--- src/rtl/mips_multicycle_controller_pkg.sv ---
//==============================================================================
// Module      : mips_multicycle_controller_pkg
// Description : Shared opcodes, R-type func codes, ALU operation codes and the
//               controller state encoding for the multicycle MIPS control path.
// Revision    : 1.0 - initial release
//==============================================================================
`default_nettype none

package mips_multicycle_controller_pkg;

    // Primary opcodes (IR[31:26])
    localparam logic [5:0] C_OP_RTYPE = 6'b000000;
    localparam logic [5:0] C_OP_J     = 6'b000010;
    localparam logic [5:0] C_OP_JAL   = 6'b000011;
    localparam logic [5:0] C_OP_BEQ   = 6'b000100;
    localparam logic [5:0] C_OP_BNE   = 6'b000101;
    localparam logic [5:0] C_OP_ADDI  = 6'b001000;
    localparam logic [5:0] C_OP_SLTI  = 6'b001010;
    localparam logic [5:0] C_OP_LW    = 6'b100011;
    localparam logic [5:0] C_OP_SW    = 6'b101011;

    // R-type func codes (IR[5:0])
    localparam logic [5:0] C_FN_JR    = 6'b001000;
    localparam logic [5:0] C_FN_ADD   = 6'b100000;
    localparam logic [5:0] C_FN_SUB   = 6'b100010;
    localparam logic [5:0] C_FN_AND   = 6'b100100;
    localparam logic [5:0] C_FN_OR    = 6'b100101;
    localparam logic [5:0] C_FN_SLT   = 6'b101010;

    // ALU operation codes
    localparam logic [2:0] C_ALU_AND  = 3'b000;
    localparam logic [2:0] C_ALU_OR   = 3'b001;
    localparam logic [2:0] C_ALU_ADD  = 3'b010;
    localparam logic [2:0] C_ALU_SUB  = 3'b110;
    localparam logic [2:0] C_ALU_SLT  = 3'b111;

    // ALU B-operand select
    localparam logic [1:0] C_SRCB_B      = 2'b00;
    localparam logic [1:0] C_SRCB_FOUR   = 2'b01;
    localparam logic [1:0] C_SRCB_SEXT   = 2'b10;
    localparam logic [1:0] C_SRCB_SEXT_SH = 2'b11;

    // PC source select
    localparam logic [1:0] C_PCSRC_ALU    = 2'b00;
    localparam logic [1:0] C_PCSRC_JUMP   = 2'b01;
    localparam logic [1:0] C_PCSRC_REG_A  = 2'b10;
    localparam logic [1:0] C_PCSRC_ALUOUT = 2'b11;

    // Controller states, binary encoded
    typedef enum logic [3:0] {
        S_IDLE      = 4'd0,
        S_FETCH     = 4'd1,
        S_DECODE    = 4'd2,
        S_MEM_ADDR  = 4'd3,
        S_MEM_READ  = 4'd4,
        S_MEM_WB    = 4'd5,
        S_MEM_WRITE = 4'd6,
        S_R_EXEC    = 4'd7,
        S_R_WB      = 4'd8,
        S_IMM_EXEC  = 4'd9,
        S_IMM_WB    = 4'd10,
        S_BRANCH    = 4'd11,
        S_JUMP      = 4'd12,
        S_JAL       = 4'd13,
        S_JR        = 4'd14
    } state_t;

endpackage

`default_nettype wire

--- src/rtl/mips_multicycle_controller_alu_control.sv ---
//==============================================================================
// Module      : mips_multicycle_controller_alu_control
// Description : Combinational R-type func to ALU operation decoder. Unknown
//               func codes fall back to ADD.
// Revision    : 1.0 - initial release
//==============================================================================
`default_nettype none

module mips_multicycle_controller_alu_control
    import mips_multicycle_controller_pkg::*;
(
    input  logic [5:0] i_func,
    output logic [2:0] o_alu_op
);

    // Map the func field onto the ALU operation code
    always_comb begin
        o_alu_op = C_ALU_ADD;
        case (i_func)
            C_FN_ADD: o_alu_op = C_ALU_ADD;
            C_FN_SUB: o_alu_op = C_ALU_SUB;
            C_FN_AND: o_alu_op = C_ALU_AND;
            C_FN_OR:  o_alu_op = C_ALU_OR;
            C_FN_SLT: o_alu_op = C_ALU_SLT;
            default:  o_alu_op = C_ALU_ADD;
        endcase
    end

endmodule

`default_nettype wire

--- src/rtl/mips_multicycle_controller.sv ---
//==============================================================================
// Module      : mips_multicycle_controller
// Description : Multicycle MIPS control FSM. Sequences fetch, decode, execute,
//               memory and write-back for R-type, lw/sw, addi/slti, beq/bne
//               and j/jal/jr. Outputs are Moore on the state except pc_write
//               in BRANCH, which follows ZERO combinationally.
// Revision    : 1.0 - initial release
//==============================================================================
`default_nettype none

module mips_multicycle_controller
    import mips_multicycle_controller_pkg::*;
(
    input  logic       clk,
    input  logic       rst,
    input  logic [5:0] opcode,
    input  logic [5:0] func,
    input  logic       ZERO,
    output logic       pc_write,
    output logic       IR_write,
    output logic       reg_dst,
    output logic       jal_reg,
    output logic       pc_to_reg,
    output logic       mem_to_reg,
    output logic       reg_write,
    output logic       alu_src_A,
    output logic       I_or_D,
    output logic       mem_write,
    output logic       mem_read,
    output logic [1:0] alu_src_B,
    output logic [1:0] pc_src,
    output logic [2:0] alu_op,
    output logic       instr_done,
    output logic [3:0] state
);

    state_t     r_state;
    state_t     w_next_state;
    logic [2:0] w_r_alu_op;
    logic [2:0] w_imm_alu_op;

    mips_multicycle_controller_alu_control u_alu_control (
        .i_func   (func),
        .o_alu_op (w_r_alu_op)
    );

    // slti compares, addi (the only other immediate op reaching here) adds
    assign w_imm_alu_op = (opcode == C_OP_SLTI) ? C_ALU_SLT : C_ALU_ADD;
    assign state        = r_state;

    // State register; a low rst drops any in-flight instruction at once
    always_ff @(posedge clk or negedge rst) begin
        if (!rst) begin
            r_state <= S_IDLE;
        end else begin
            r_state <= w_next_state;
        end
    end

    // Next-state and datapath control decode
    always_comb begin
        w_next_state = r_state;
        pc_write     = 1'b0;
        IR_write     = 1'b0;
        reg_dst      = 1'b0;
        jal_reg      = 1'b0;
        pc_to_reg    = 1'b0;
        mem_to_reg   = 1'b0;
        reg_write    = 1'b0;
        alu_src_A    = 1'b0;
        I_or_D       = 1'b0;
        mem_write    = 1'b0;
        mem_read     = 1'b0;
        alu_src_B    = C_SRCB_B;
        pc_src       = C_PCSRC_ALU;
        alu_op       = C_ALU_AND;
        instr_done   = 1'b0;

        case (r_state)
            S_IDLE: begin
                w_next_state = S_FETCH;
            end

            S_FETCH: begin
                mem_read     = 1'b1;
                IR_write     = 1'b1;
                alu_src_B    = C_SRCB_FOUR;
                alu_op       = C_ALU_ADD;
                pc_src       = C_PCSRC_ALU;
                pc_write     = 1'b1;
                w_next_state = S_DECODE;
            end

            S_DECODE: begin
                // Branch target precomputed into AluOut for BRANCH
                alu_src_B = C_SRCB_SEXT_SH;
                alu_op    = C_ALU_ADD;
                case (opcode)
                    C_OP_LW, C_OP_SW:   w_next_state = S_MEM_ADDR;
                    C_OP_RTYPE:         w_next_state = (func == C_FN_JR) ? S_JR : S_R_EXEC;
                    C_OP_BEQ, C_OP_BNE: w_next_state = S_BRANCH;
                    C_OP_ADDI, C_OP_SLTI: w_next_state = S_IMM_EXEC;
                    C_OP_J:             w_next_state = S_JUMP;
                    C_OP_JAL:           w_next_state = S_JAL;
                    default: begin
                        // Unsupported opcode retires here with no side effects
                        instr_done   = 1'b1;
                        w_next_state = S_FETCH;
                    end
                endcase
            end

            S_MEM_ADDR: begin
                alu_src_A    = 1'b1;
                alu_src_B    = C_SRCB_SEXT;
                alu_op       = C_ALU_ADD;
                w_next_state = (opcode == C_OP_LW) ? S_MEM_READ : S_MEM_WRITE;
            end

            S_MEM_READ: begin
                alu_src_A    = 1'b1;
                alu_src_B    = C_SRCB_SEXT;
                alu_op       = C_ALU_ADD;
                I_or_D       = 1'b1;
                mem_read     = 1'b1;
                w_next_state = S_MEM_WB;
            end

            S_MEM_WB: begin
                reg_write    = 1'b1;
                mem_to_reg   = 1'b1;
                instr_done   = 1'b1;
                w_next_state = S_FETCH;
            end

            S_MEM_WRITE: begin
                alu_src_A    = 1'b1;
                alu_src_B    = C_SRCB_SEXT;
                alu_op       = C_ALU_ADD;
                I_or_D       = 1'b1;
                mem_write    = 1'b1;
                instr_done   = 1'b1;
                w_next_state = S_FETCH;
            end

            S_R_EXEC: begin
                alu_src_A    = 1'b1;
                alu_src_B    = C_SRCB_B;
                alu_op       = w_r_alu_op;
                w_next_state = S_R_WB;
            end

            S_R_WB: begin
                alu_src_A    = 1'b1;
                alu_src_B    = C_SRCB_B;
                alu_op       = w_r_alu_op;
                reg_dst      = 1'b1;
                reg_write    = 1'b1;
                instr_done   = 1'b1;
                w_next_state = S_FETCH;
            end

            S_IMM_EXEC: begin
                alu_src_A    = 1'b1;
                alu_src_B    = C_SRCB_SEXT;
                alu_op       = w_imm_alu_op;
                w_next_state = S_IMM_WB;
            end

            S_IMM_WB: begin
                alu_src_A    = 1'b1;
                alu_src_B    = C_SRCB_SEXT;
                alu_op       = w_imm_alu_op;
                reg_write    = 1'b1;
                instr_done   = 1'b1;
                w_next_state = S_FETCH;
            end

            S_BRANCH: begin
                alu_src_A    = 1'b1;
                alu_src_B    = C_SRCB_B;
                alu_op       = C_ALU_SUB;
                pc_src       = C_PCSRC_ALUOUT;
                // Mealy: taken decision follows ZERO within this cycle
                pc_write     = (opcode == C_OP_BNE) ? ~ZERO : ZERO;
                instr_done   = 1'b1;
                w_next_state = S_FETCH;
            end

            S_JUMP: begin
                pc_src       = C_PCSRC_JUMP;
                pc_write     = 1'b1;
                instr_done   = 1'b1;
                w_next_state = S_FETCH;
            end

            S_JAL: begin
                // Link register captures PC+4 on the same edge the PC jumps
                pc_src       = C_PCSRC_JUMP;
                pc_write     = 1'b1;
                reg_write    = 1'b1;
                jal_reg      = 1'b1;
                pc_to_reg    = 1'b1;
                instr_done   = 1'b1;
                w_next_state = S_FETCH;
            end

            S_JR: begin
                pc_src       = C_PCSRC_REG_A;
                pc_write     = 1'b1;
                instr_done   = 1'b1;
                w_next_state = S_FETCH;
            end

            default: begin
                w_next_state = S_IDLE;
            end
        endcase
    end

endmodule

`default_nettype wire
--- config.mk ---
export PLATFORM = sky130hd
export DESIGN_NAME = mips_multicycle_controller
export DESIGN_NICKNAME = d
export VERILOG_FILES = /design/src/rtl/mips_multicycle_controller_pkg.sv /design/src/rtl/mips_multicycle_controller_alu_control.sv /design/src/rtl/mips_multicycle_controller.sv
export SDC_FILE = /design/constraint.sdc
export NUM_CORES = 1
export LEC_CHECK = 0
export ABC_AREA = 1
export ABC_CLOCK_PERIOD_IN_PS = 3500
export CAP_MARGIN = 20
export CORE_ASPECT_RATIO = 1.2
export CORE_MARGIN = 3
export CORE_UTILIZATION = 25
export DETAILED_ROUTE_END_ITERATION = 7
export GPL_ROUTABILITY_DRIVEN = 0
export RECOVER_POWER = 100
export REMOVE_ABC_BUFFERS = 1
export SETUP_SLACK_MARGIN = 0.4
export SYNTH_ARGS = -nofsm -noshare
export SYNTH_HDL_FRONTEND = slang
export SYNTH_SLANG_ARGS = --single-unit
--- constraint.sdc ---
create_clock -name clk -period 3.5 [get_ports clk]
set_input_delay 0.525 -clock clk [delete_from_list [all_inputs] [get_ports clk]]
set_output_delay 0.525 -clock clk [all_outputs]
set_load 0.1 [all_outputs]
==> out/results.ini <==
[sta]
min_period_ns=2.918
slew_viol_final=0
rsz0062_at_grt=no
max_freq_mhz=342.7
setup_viol=0
slew-limit-headroom_pct=21.21
fin_crit_sh_pct=83.38
worstMarginPinSlew_ns=1.187
skew_ns=0.005636
final_hold_viol_count=0

[worst_setup_path]
worst_path_largest_cell_delay_ns=0.89
path_class=register to output pin
crit_path_max_fanout=8
start_kind=register
regToRegStartpoint=state[2]
cp_num_buf_inv=1
timing.critical_path.cells=nor2_1 > nand2_2 > o21ai_1 > nand2_1 > o211ai_1 > clkbuf_1
cpMaxStageDelayCell=clkbuf_1
crit_arrival_ns=2.39
endpoint_kind=output pin
crit_start=state[0]
cp_top_family=buffers and inverters
crit_required_ns=2.97

[synth]
synthFlopType=dfrtp_1
yosysTopAreaCellShare_pct=14.95
yosys-top-cells-area=dfrtp_1 15%, nand2_1 15%, nor2_1 14%
syn_area_per_cell_sq_um=5.110
yosysTopAreaCell=dfrtp_1
synth_most_common_cell=nand2_1
synth_seq_cells=4
synth_edf_count=0
ys_seq_area_share_pct=14.95
synthesis.instances=131
async_flop_share_pct=100.0
synth_common_cells=26 x nand2_1, 25 x nor2_1, 23 x inv_1
yosysUniqueCellTypes=20
netlist_area_sq_um=669.4
ys_warn_count=0

[final_layout]
drive_gt1_share_pct=12.35
multi_input_area_sq_um=449.2
largest_register_ffs=4
instances_no_fill=201
area_growth_pct=46.17
seq_area_sq_um=100.1
nets=187
fillers=300
diodes=0

[drt]
vias=945
drtAntennaViolNets=0
routed_via_density=4.701
drt-initial-drc-count=27
drt_pass1_iterations=4
wl_mm=2.299
drc=0
avgRoutedWirePerCell_microns=11.44

[die]
die_h_microns=62.69
start_util_pct=27.61
io_pins=38
dieArea_sq_um=3337
core-area_sq_um=2425
num_rows=19
die_w_microns=53.24

[min_path]
holdCritPathClass=input pin to asynchronous set/reset pin

[clock_network]
cts_tree=built
cts.repair.resized=0
clock_path_buffers=2
cts_hold_buf=0
cts.sinks=4
path_clk_slew_ns=0.04
htreeDepth=1
cts_setup_buffers=0
clk_latency_ns=0.24
cts-buffers-inserted=3
cts.root.buffer_cell=clkbuf_4

[global_routing]
grt_max_degree=9
grt.total_usage_pct=15.02
antenna_found_initial=0
overflow=0
grt_pass1_vias=880
grt_pass1_wl_mm=3.850

[outcome]
status=finished clean

[place]
dp_hpwl_mm=1.926
port_buffers=37
place_inst=198

[flow_run]
drv_cap=0

==> metrics by stage <==
| step | area (sq um) | worst slack (ns) | util [%] | TNS (ns) | hold slack (ns) |
|---|---|---|---|---|---|
| after global routing | 978.4 | 0.4598 | 40.35 | 0 | 0.5721 |
| after detailed placement | 1023 | 1.006 | 42.21 | 0 | 0.6878 |
| after floorplan | 661.9 | -0.4300 | - | -1.554 | 0.2294 |
| after global placement | 1023 | 1.021 | 42.21 | 0 | 0.6779 |
| final | 978.4 | 0.5816 | 40.35 | 0 | 0.5625 |
| after CTS | 1046 | 0.9952 | 43.14 | 0 | 0.4928 |
==> kinds of logic after synthesis <==
kind of cell | Yosys count | share of synthesized area [%]
compound gates | 15 | 12.90
simple gates | 81 | 54.20
flops | 4 | 14.95
buf+inv | 31 | 17.94
==> layout make-up <==
type / count / area share, %
multi-input combinational: 96 / 45.91
timing repair buffer: 37 / 26.09
inverter: 30 / 11.51
sequential: 4 / 10.23
tap: 31 / 3.964
clock buffer: 3 / 2.302
==> path summary, 6_finish.rpt <==
check / cells past startpoint / endpoint / slack [ns]
worst max-delay path: 6 / alu_op[1] / 0.58
worst min-delay path: 1 / state[1] / 0.56
worst max register to register: 8 / state[0] / 2.14
worst min register to register: 3 / state[0] / 0.70
max in group asynchronous: 1 / state[0] / 2.76
min in group clk: 3 / state[0] / 0.70
==> cell usage in the layout, fill, tap and decap left out, types with 2 or more instances in the layout <==
master            n
inv_2             6
nand2_1          26
nand2_2           2
inv_1            23
dlygate4sd3_1     6
clkbuf_4          3
o21bai_1          2
nand3_1          13
clkdlybuf4s50_1  12
clkbuf_2          3
dfrtp_1           4
clkbuf_1         16
o21ai_0           6
nor2_2            7
o21ai_1           3
nor2_1           25
nand4_1           6
==> per-layer routing <==
metal / global-route usage, % / vias up / wire [microns]
li1: - / 490 / -
met2: 24.39 / 37 / 1068
met3: 4.773 / 5 / 197
met1: 18.35 / 413 / 1011
met5: 0 / - / 0
met4: 4.473 / 0 / 21
Power is left out: the tool's default activity adds up to more than one toggle a clock period on the data nets, which glitch-free logic cannot reach.
